<file path="src/rtl/cpu_control_fsm_pkg.sv">
// Shared ISA definitions for the CPU controller: opcodes, ALU function codes,
// FSM state encodings and the decoded control word handed from decoder to FSM.
package cpu_control_fsm_pkg;

    typedef enum logic [2:0] {
        ST_FETCH  = 3'd0,
        ST_DECODE = 3'd1,
        ST_EXEC   = 3'd2,
        ST_MEM    = 3'd3,
        ST_WB     = 3'd4,
        ST_HALT   = 3'd5
    } state_t;

    localparam logic [4:0] OP_NOP  = 5'b00000;
    localparam logic [4:0] OP_ADD  = 5'b00001;
    localparam logic [4:0] OP_SUB  = 5'b00010;
    localparam logic [4:0] OP_AND  = 5'b00011;
    localparam logic [4:0] OP_OR   = 5'b00100;
    localparam logic [4:0] OP_NEG  = 5'b00101;
    localparam logic [4:0] OP_CMP  = 5'b00110;
    localparam logic [4:0] OP_MOV  = 5'b00111;
    localparam logic [4:0] OP_ADDI = 5'b01000;
    localparam logic [4:0] OP_LDI  = 5'b01001;
    localparam logic [4:0] OP_LD   = 5'b01010;
    localparam logic [4:0] OP_ST   = 5'b01011;
    localparam logic [4:0] OP_BEQ  = 5'b01100;
    localparam logic [4:0] OP_BNE  = 5'b01101;
    localparam logic [4:0] OP_BLT  = 5'b01110;
    localparam logic [4:0] OP_JMP  = 5'b01111;
    localparam logic [4:0] OP_HALT = 5'b11111;

    localparam logic [2:0] FSEL_ADD   = 3'b000;
    localparam logic [2:0] FSEL_SUB   = 3'b001;
    localparam logic [2:0] FSEL_AND   = 3'b010;
    localparam logic [2:0] FSEL_OR    = 3'b011;
    localparam logic [2:0] FSEL_NEG   = 3'b100;
    localparam logic [2:0] FSEL_CMP   = 3'b101;
    localparam logic [2:0] FSEL_PASSX = 3'b110;
    localparam logic [2:0] FSEL_PASSY = 3'b111;

    typedef enum logic [1:0] {
        WB_NONE = 2'd0,
        WB_RZ   = 2'd1,
        WB_RM   = 2'd2
    } wb_kind_t;

    typedef enum logic [2:0] {
        BR_NONE = 3'd0,
        BR_EQ   = 3'd1,
        BR_NE   = 3'd2,
        BR_LT   = 3'd3,
        BR_AL   = 3'd4
    } br_cond_t;

    typedef struct packed {
        logic       ld_x_r1;
        logic       ld_x_r2;
        logic       ld_x_pc;
        logic       ld_y_r2;
        logic       ld_off11;
        logic       ld_off8;
        logic       ld_off5;
        logic [2:0] fsel;
        logic       is_mem;
        logic       is_ld;
        logic       sets_flags;
        wb_kind_t   wb_kind;
        br_cond_t   br_cond;
        logic       is_halt;
        logic       is_illegal;
    } ctrl_word_t;

    function automatic logic branch_taken(input br_cond_t cond, input logic v,
                                          input logic s, input logic z);
        case (cond)
            BR_EQ:   return z;
            BR_NE:   return ~z;
            BR_LT:   return s ^ v;
            BR_AL:   return 1'b1;
            default: return 1'b0;
        endcase
    endfunction

endpackage

</file>
<file path="src/rtl/cpu_control_fsm_decode.sv">
// Combinational opcode decoder: maps the latched opcode to datapath selects,
// ALU function, memory/write-back kind and branch condition.
module cpu_control_fsm_decode
    import cpu_control_fsm_pkg::*;
(
    input  logic [4:0] i_op,
    output ctrl_word_t o_cw
);

    always_comb begin
        o_cw         = '0;
        o_cw.wb_kind = WB_NONE;
        o_cw.br_cond = BR_NONE;
        case (i_op)
            OP_NOP: ;
            OP_ADD, OP_SUB, OP_AND, OP_OR: begin
                o_cw.ld_x_r1    = 1'b1;
                o_cw.ld_y_r2    = 1'b1;
                o_cw.sets_flags = 1'b1;
                o_cw.wb_kind    = WB_RZ;
                case (i_op)
                    OP_SUB:  o_cw.fsel = FSEL_SUB;
                    OP_AND:  o_cw.fsel = FSEL_AND;
                    OP_OR:   o_cw.fsel = FSEL_OR;
                    default: o_cw.fsel = FSEL_ADD;
                endcase
            end
            OP_NEG: begin
                o_cw.ld_x_r1    = 1'b1;
                o_cw.fsel       = FSEL_NEG;
                o_cw.sets_flags = 1'b1;
                o_cw.wb_kind    = WB_RZ;
            end
            OP_CMP: begin
                o_cw.ld_x_r1    = 1'b1;
                o_cw.ld_y_r2    = 1'b1;
                o_cw.fsel       = FSEL_CMP;
                o_cw.sets_flags = 1'b1;
            end
            OP_MOV: begin
                o_cw.ld_y_r2    = 1'b1;
                o_cw.fsel       = FSEL_PASSY;
                o_cw.sets_flags = 1'b1;
                o_cw.wb_kind    = WB_RZ;
            end
            OP_ADDI: begin
                o_cw.ld_x_r1    = 1'b1;
                o_cw.ld_off8    = 1'b1;
                o_cw.fsel       = FSEL_ADD;
                o_cw.sets_flags = 1'b1;
                o_cw.wb_kind    = WB_RZ;
            end
            OP_LDI: begin
                o_cw.ld_off8 = 1'b1;
                o_cw.fsel    = FSEL_PASSY;
                o_cw.wb_kind = WB_RZ;
            end
            OP_LD, OP_ST: begin
                o_cw.ld_x_r2 = 1'b1;
                o_cw.ld_off5 = 1'b1;
                o_cw.fsel    = FSEL_ADD;
                o_cw.is_mem  = 1'b1;
                o_cw.is_ld   = (i_op == OP_LD);
                o_cw.wb_kind = (i_op == OP_LD) ? WB_RM : WB_NONE;
            end
            OP_BEQ, OP_BNE, OP_BLT, OP_JMP: begin
                // target = branch address + sext(off11); PC is not bumped until WB
                o_cw.ld_x_pc  = 1'b1;
                o_cw.ld_off11 = 1'b1;
                o_cw.fsel     = FSEL_ADD;
                case (i_op)
                    OP_BEQ:  o_cw.br_cond = BR_EQ;
                    OP_BNE:  o_cw.br_cond = BR_NE;
                    OP_BLT:  o_cw.br_cond = BR_LT;
                    default: o_cw.br_cond = BR_AL;
                endcase
            end
            OP_HALT: o_cw.is_halt = 1'b1;
            default: o_cw.is_illegal = 1'b1;
        endcase
    end

endmodule

</file>
<file path="src/rtl/cpu_control_fsm.sv">
// Multi-cycle CPU controller (FETCH/DECODE/EXEC/MEM/WB/HALT) with flag register
// and retired-instruction counter. Define CTRL_ILLEGAL_TRAP_EN to halt on undefined opcodes.
//
// state  | meaning
// FETCH  | idle; latch opcode and advance when run=1
// DECODE | read r1/r2; HALT (or trapped illegal) goes to HALT
// EXEC   | ALU operation; flags and branch decision captured on exit
// MEM    | LD/ST memory access, Z holds address
// WB     | PC update, register write-back, count retired instruction
// HALT   | sticky stop, left only by rst
module cpu_control_fsm
    import cpu_control_fsm_pkg::*;
#(
    parameter int COUNT_W = 16
) (
    input  logic               clk,
    input  logic               rst,
    input  logic               run,
    input  logic [4:0]         opcode,
    input  logic               C,
    input  logic               V,
    input  logic               S,
    input  logic               Z_det,
    output logic               ldPC2,
    output logic               ldPCz,
    output logic               ldXr1,
    output logic               ldXr2,
    output logic               ldXPC,
    output logic               ldYr1,
    output logic               ldYr2,
    output logic               alu_ld,
    output logic               ldRPC,
    output logic               ldRZ,
    output logic               ldRM,
    output logic               rdr1,
    output logic               rdr2,
    output logic               rdm,
    output logic               wrm,
    output logic               ldOff11to16,
    output logic               ldOff8to16,
    output logic               ldOff5to16,
    output logic [2:0]         fsel,
    output logic               halted,
    output logic               illegal,
    output logic [COUNT_W-1:0] instr_count
);

`ifdef CTRL_ILLEGAL_TRAP_EN
    localparam logic LP_ILLEGAL_TRAP = 1'b1;
`else
    localparam logic LP_ILLEGAL_TRAP = 1'b0;
`endif

    state_t             r_state;
    state_t             w_state_nxt;
    logic [4:0]         r_op;
    logic [3:0]         r_flags;   // {c,v,s,z}
    logic               r_br_taken;
    logic [COUNT_W-1:0] r_count;
    logic               r_halted;
    logic               r_illegal;
    ctrl_word_t         w_cw;
    logic               w_to_halt;
    logic               w_unused_c;

    cpu_control_fsm_decode u_decode (
        .i_op (r_op),
        .o_cw (w_cw)
    );

    assign w_to_halt  = w_cw.is_halt | (LP_ILLEGAL_TRAP & w_cw.is_illegal);
    assign w_unused_c = r_flags[3];

    always_ff @(posedge clk) begin
        if (rst) begin
            r_state    <= ST_FETCH;
            r_op       <= '0;
            r_flags    <= '0;
            r_br_taken <= 1'b0;
            r_count    <= '0;
            r_halted   <= 1'b0;
            r_illegal  <= 1'b0;
        end else begin
            r_state <= w_state_nxt;
            if (r_state == ST_FETCH && run) begin
                r_op <= opcode;
            end
            if (r_state == ST_DECODE) begin
                if (w_cw.is_illegal) r_illegal <= 1'b1;
                if (w_to_halt)       r_halted  <= 1'b1;
            end
            if (r_state == ST_EXEC) begin
                if (w_cw.sets_flags) r_flags <= {C, V, S, Z_det};
                // decided on the flags left by the previous instruction
                r_br_taken <= branch_taken(w_cw.br_cond, r_flags[2], r_flags[1], r_flags[0]);
            end
            if (r_state == ST_WB) begin
                r_count <= r_count + COUNT_W'(1);
            end
        end
    end

    always_comb begin
        w_state_nxt = r_state;
        case (r_state)
            ST_FETCH:  if (run) w_state_nxt = ST_DECODE;
            ST_DECODE: w_state_nxt = w_to_halt ? ST_HALT : ST_EXEC;
            ST_EXEC:   w_state_nxt = w_cw.is_mem ? ST_MEM : ST_WB;
            ST_MEM:    w_state_nxt = ST_WB;
            ST_WB:     w_state_nxt = ST_FETCH;
            ST_HALT:   w_state_nxt = ST_HALT;
            default:   w_state_nxt = ST_FETCH;
        endcase
    end

    // rst forces every strobe low in the same cycle, aborting any instruction
    always_comb begin
        ldPC2       = 1'b0;
        ldPCz       = 1'b0;
        ldXr1       = 1'b0;
        ldXr2       = 1'b0;
        ldXPC       = 1'b0;
        ldYr2       = 1'b0;
        alu_ld      = 1'b0;
        ldRZ        = 1'b0;
        ldRM        = 1'b0;
        rdr1        = 1'b0;
        rdr2        = 1'b0;
        rdm         = 1'b0;
        wrm         = 1'b0;
        ldOff11to16 = 1'b0;
        ldOff8to16  = 1'b0;
        ldOff5to16  = 1'b0;
        fsel        = FSEL_ADD;
        if (!rst) begin
            case (r_state)
                ST_DECODE: begin
                    rdr1 = 1'b1;
                    rdr2 = 1'b1;
                end
                ST_EXEC: begin
                    rdr1        = 1'b1;
                    rdr2        = 1'b1;
                    alu_ld      = 1'b1;
                    ldXr1       = w_cw.ld_x_r1;
                    ldXr2       = w_cw.ld_x_r2;
                    ldXPC       = w_cw.ld_x_pc;
                    ldYr2       = w_cw.ld_y_r2;
                    ldOff11to16 = w_cw.ld_off11;
                    ldOff8to16  = w_cw.ld_off8;
                    ldOff5to16  = w_cw.ld_off5;
                    fsel        = w_cw.fsel;
                end
                ST_MEM: begin
                    rdr1 = 1'b1;
                    rdm  = w_cw.is_ld;
                    wrm  = ~w_cw.is_ld;
                end
                ST_WB: begin
                    ldPCz = r_br_taken;
                    ldPC2 = ~r_br_taken;
                    ldRZ  = (w_cw.wb_kind == WB_RZ);
                    ldRM  = (w_cw.wb_kind == WB_RM);
                end
                default: ;
            endcase
        end
    end

    assign ldYr1       = 1'b0;
    assign ldRPC       = 1'b0;
    assign halted      = r_halted;
    assign illegal     = r_illegal;
    assign instr_count = r_count;

endmodule
</file>
<file path="config.mk">
export PLATFORM = sky130hd
export DESIGN_NAME = cpu_control_fsm
export DESIGN_NICKNAME = d
export VERILOG_FILES = /design/src/rtl/cpu_control_fsm_pkg.sv /design/src/rtl/cpu_control_fsm_decode.sv /design/src/rtl/cpu_control_fsm.sv
export SDC_FILE = /design/constraint.sdc
export NUM_CORES = 1
export LEC_CHECK = 0
export ABC_AREA = 0
export BUFFER_PORTS_ARGS = -buffer_cell sky130_fd_sc_hd__buf_2
export CAP_MARGIN = 20
export CORE_ASPECT_RATIO = 1.5
export CORE_MARGIN = 2
export CORE_UTILIZATION = 25
export DETAILED_ROUTE_END_ITERATION = 8
export GPL_TIMING_DRIVEN = 0
export SLEW_MARGIN = 20
export SYNTH_ARGS = -nofsm -noshare
export SYNTH_HDL_FRONTEND = slang
export SYNTH_SLANG_ARGS = --single-unit
export TNS_END_PERCENT = 100
</file>
<file path="constraint.sdc">
create_clock -name clk -period 2.1 [get_ports clk]
set_input_delay 0.105 -clock clk [delete_from_list [all_inputs] [get_ports clk]]
set_output_delay 0.105 -clock clk [all_outputs]
set_load 0.05 [all_outputs]
</file>
# ---- Word level (Yosys, flattened, before mapping)
# Index checks and enable logic that the tools add are counted.
# Widths: inputs -> output; s select.
dict set report totals {
  output_inout_bits 39
  inputBits 12
  latchBits 0
  mem_bits_ro 0
  ram_bits 0
  memories 0
  elab_cells 108
  reg_bits 30
}
dict set report op_classes {
  add_sub_neg 1
  bitwise 5
  mul 0
  div 0
  shift 0
  magnitude_cmp 0
  muxes 49
  reduce_logical 18
  n_eq_ne 28
}
# op count
set op_table {}
lappend op_table {{$eq 5x4->1 const B} 8}
lappend op_table {{$mux 1} 35}
lappend op_table {{$eq 5x3->1 const B} 4}
lappend op_table {{$mux 3} 6}
lappend op_table {{$reduce_or 17->1} 1}
lappend op_table {{$add 16x1->16 const B} 1}
lappend op_table {{$reduce_or 8->1} 2}
lappend op_table {{$pmux 3 s5} 1}
lappend op_table {{$eq 3x2->1 const B} 4}
lappend op_table {{$pmux 3 s4} 1}
lappend op_table {{$eq 5x2->1 const B} 2}
lappend op_table {{$eq 3x3->1 const B} 3}
lappend op_table {{$pmux 3 s3} 1}
lappend op_table {{$reduce_or 2->1} 4}
lappend op_table {{$reduce_or 4->1} 2}
lappend op_table {{$reduce_or 7->1} 1}
lappend op_table {{$eq 3x1->1 const B} 2}
lappend op_table {{$pmux 2 s3} 1}
lappend op_table {{$reduce_and 2->1} 3}
lappend op_table {{$reduce_or 6->1} 1}
lappend op_table {{$eq 5x1->1 const B} 1}
lappend op_table {{$eq 5x5->1 const B} 1}
lappend op_table {{$logic_not 5->1} 1}
lappend op_table {{$mux 2} 2}
lappend op_table {{10 further kinds} 13}

# ---- Depth between registers and ports, before layout
dict set report logic_depth {
  ltp_word 6
  depth_mapped 7
  depth_no_buf 5
}

# ---- Modules after synthesis
# A second synthesis with hierarchy kept.
dict set report hier_totals {
  cells_unflattened 228
  hier_area_um2 1790.5
}
# module instances area_each_um2 cells_per_inst seq_area_each_um2
set by_module_without_submodules {}
lappend by_module_without_submodules {cpu_control_fsm 1 1485.2 179 600.6}
lappend by_module_without_submodules {cpu_control_fsm_decode 1 305.3 49 0.0}

# ---- Worst setup path after synthesis
# OpenSTA, ideal clock, no wires.
dict set report synth_timing {
  path_kind {register -> output}
  start {register r_state[2]}
  end {output ldXr1}
  n_path_buf 2
  arrival_time_ns 3.144
  required_ns 1.995
  slack_ns -1.149
  stages_incl_launch_ff 7
  cell_sequence {dfxtp_1 -> buf_4 -> or4_1 -> inv_1 -> nand2b_1 -> clkbuf_1 -> nor4_1}
}
dict set report synth_via {
  elab_chain_cells 3
}
# element line
set synth_lines {}
lappend synth_lines {{from (decl)} cpu_control_fsm.sv:54} ;# state_t r_state;
lappend synth_lines {{from (signal assigned)} cpu_control_fsm.sv:84} ;# r_state <= w_state_nxt;
lappend synth_lines {{$eq 3x2->1} cpu_control_fsm.sv:136} ;# case (r_state)
lappend synth_lines {{$mux 1} cpu_control_fsm.sv:136}
lappend synth_lines {{$mux 1} cpu_control_fsm.sv:135} ;# if (!rst) begin
lappend synth_lines {{to (decl)} cpu_control_fsm.sv:26} ;# output logic ldXr1,
# Every way passes these cells.

# ---- Worst setup path after layout
dict set report layout_timing {
  start {register r_state[2]}
  end {output ldOff8to16}
}
dict set report layout_via {
  elab_chain_cells 3
}
# element line
set layout_lines {}
lappend layout_lines {{$eq 3x2->1} cpu_control_fsm.sv:136}
lappend layout_lines {{$mux 1} cpu_control_fsm.sv:136}
lappend layout_lines {{$mux 1} cpu_control_fsm.sv:135}
lappend layout_lines {{to (decl)} cpu_control_fsm.sv:40} ;# output logic ldOff8to16,
# Every way passes these cells.

==> results.md <==
- Status: completed
- Sequential area share after synthesis: 0.359
- Tcrit/Tclk final: 0.961
- Register area: 602 sq um
- Leak Pwr: between 0.8 and 0.9 nW
- TritonCTS Buffers: 5
- 1st-pass router iterations: 4
- Number of global-route vias before repair: 1600
- Global route total overflow: 0
- Drt initial violations: 82
- Synth top area share: 0.359
- Setup Viol. Count Final: 0
- Min Tclk post-route: about 2.0 ns
- Core area: approximately 6500 sq um
- Final Non-Filler Cells: 340
- Routed len/inst: 12.4 um
- Yosys top cell by area: dfxtp_1
- GR Util All Layers: 0.121
- Async set-reset flop share out of synthesis: 0
- Area of the multi-input gates: between 1000 and 1500 sq um
- Clk_lat worst skew: roughly 0.28 ns
- RePlAce Congestion: approximately 0.80
- Max_cap viols: 0
- Cells after DPL: between 300 and 400
- Die width: approximately 71 um
- Post-synth EDFFs: 0
- DP HPWL: between 3000 and 4000 um
- Critical path capture point type: output port
- CP peak stage delay: roughly 0.5 ns
- Die area: 7370 sq um
- Top FF cell, synth: dfxtp_1
- Initial antenna violation count: 0
- Most frequent cells in the layout: buf_2, nor2_1, dfxtp_1
- Slew HR: 0.407
- Final Hold Vio Count: 0
- CTS Hold Bufs: 0
- Synth Area per Inst: between 7 and 8 sq um
- Critical path cell sequence: buf_4 -> or4_4 -> clkinvlp_4 -> nand2b_1 -> buf_8 -> nor2b_1 -> clkbuf_4
- Top delay family on crit path: simple AND/OR/NAND/NOR gates
- Worst vdd ir: ~0.27 mV
- Area grow syn2layout: 32.6%
- Post-CTS setup buffer count: 0
- Logic pwr share: 0.160
- Final nets: about 280
- Slew @ Worst Pin: between 0.8 and 0.9 ns
- Via density: 4.79
- Layout cell share with drive strength beyond 1: 0.311
- Setup TNS: 0 ns
- Synth Cell Area: ~1700 sq um
- PortBufs: 46
- Yosys cell types: between 40 and 50
- Synth warn: 0
- Worst-path fanout max: 10
- Post-synthesis instance total: between 200 and 250
- Root Driver: clkbuf_8
- Switching share of power: 0.285
- Detail Route Antenna Nets: 0
- CP max stage cell: or4_4
- Die Ht: between 100 and 150 um
- CTS max path bufs: 2
- Part of the power in registers: 0.466
- Peak Freq: around 0.5 GHz
- CTS tree: done
- Total power: around 0.0013 W
- Most common cell after layout, fill and taps aside: buf_2
- Reg-to-reg slack, setup: around 0.11 ns
- DRC viols: 0
- # fillers: 726
- Worst EP arrival: between 1.5 and 2 ns
- Clk pwr share: 0.374
- Initial core utilization: 0.258
- Max-slew violations: 0
- Row Count: 36
- Seq cells post-synth: 30
- Sw Pwr: between 0.0003 and 0.0004 W
- Worst hold path class: primary input to flip-flop
- Pint: ~0.0009 W
- Worst Clk Skew: approximately 0.0085 ns
- Cell area power density: just under 600 nW/um^2
- Detailed Route WL: ~4200 um
- Htree depth: 2
- Largest net degree at the start of global routing: 11
- Top cells by area, synth: dfxtp_1, nor2_1, a21oi_1
- First-pass GRT wire length: 7300 um
- Fin util: 0.342
- Startpoint types: flip-flop
- Vias: 1629
- Ports: just over 50
- Antenna cell count: 0
- CP Class: flip-flop to output port
- Clock-pin slew on the worst setup and hold paths: ~0.07 ns
- Crit path required time: 2.00 ns
- CTS Sinks: 30
- Worst Path Buf+Inv: 4
## through the flow
step / area, sq um / setup slack [ns] / hold WS [ns]
global placement: 2060 / 0.00488 / 0.334
global route: 2220 / -0.000924 / 0.0696
floorplan: 1740 / -0.306 / 0.244
CTS: 2180 / 0.0297 / 0.0447
detailed placement: 2060 / 0.00566 / 0.341
finish: 2220 / 0.0812 / 0.0501
## what timing repair did
item / CTS / global route
cloned: 0 / 0
pin swaps: 2 / 0
resized for setup: 9 / 17
endpoints found under the setup margin: 8 / 13
## state kept, by name (all words and copies together) (netlist names)
register,count
r_br_taken,1
instr_count,16
halted,1
r_state,3
r_op,5
illegal,1
r_flags,3
## worst paths after layout
kind                      startpoint                            to  cells past startpoint
max reg2reg  r_state[0]$_SDFFE_PP0P_  instr_count[14]$_SDFFE_PP0N_                      6
min reg2reg      halted$_SDFFE_PP0P_           halted$_SDFFE_PP0P_                      2
min                        opcode[3]          r_op[3]$_SDFFE_PP0P_                      3
max          r_state[2]$_SDFFE_PP0P_                    ldOff8to16                      7
## cells by family (layout without fill, tap and decap cells)
kind of cell / after synthesis / after routing / share of synthesized area
compound gates: 39 / 39 / 0.143
xor+xnor: 13 / 13 / 0.0681
fa+ha+maj: 1 / 1 / 0.00748
buf+inv: 25 / 77 / 0.0786
flops: 30 / 30 / 0.359
mux: 6 / 6 / 0.0359
other cells: 1 / 2 / 0.00224
simple gates: 96 / 96 / 0.305
## worst reg2reg max path: stages (launching register included)
cell and delay [ns]:
dfxtp_1 0.34, buf_6 0.15, or3b_1 0.39, buf_6 0.16
or2_4 0.28, or4_1 0.47, a21oi_1 0.14
## final cells by class
| cell class | instances | share of cell area |
|---|---|---|
| Multi-Input combinational cell | 157 | 0.460 |
| Buffer | 18 | 0.0553 |
| Tap cell | 76 | 0.0429 |
| Timing Repair Buffer | 46 | 0.119 |
| Sequential cell | 30 | 0.271 |
| Clock buffer | 7 | 0.0389 |
| Clock inverter | 1 | 0.00226 |
| Inverter | 5 | 0.0102 |
## Yosys cell counts, drive strengths merged (2+ instances only)
| master | number |
|---|---|
| xor2 | 8 |
| nand3b | 2 |
| inv | 5 |
| nor4 | 5 |
| nor2 | 37 |
| a21boi | 2 |
| a31oi | 2 |
| nand4 | 5 |
| dfxtp | 30 |
| clkbuf | 12 |
| nor3b | 2 |
| o21a | 3 |
| o31ai | 5 |
| buf | 8 |
| or4 | 6 |
| and4 | 2 |
| mux2i | 6 |
| nand3 | 5 |
| nor3 | 6 |
| or3b | 2 |
| nand2 | 12 |
| a21oi | 16 |
| xnor2 | 5 |
| nor2b | 4 |
| o21ai | 6 |
## per-layer routing
metal | vias up | routed length, um | global-route usage | share of wire
met5 | - | 0 | 0 | 0
li1 | 836 | - | - | -
met1 | 751 | 1830 | 0.142 | 0.43
met4 | 0 | 42 | 0.0431 | 0.010
met2 | 38 | 2090 | 0.206 | 0.50
met3 | 4 | 254 | 0.0359 | 0.060
## power groups by stage
stage          Sequential, W  Clock (W)  Combinational (W)
2_1_floorplan       0.000607          0           0.000164
3_3_place_gp        0.000607          0           0.000210
3_5_place_dp        0.000607          0           0.000211
4_1_cts             0.000598   0.000503           0.000210
5_1_grt             0.000605   0.000527           0.000229
6_report            0.000602   0.000483           0.000207
(Power assumes the default switching activity.)
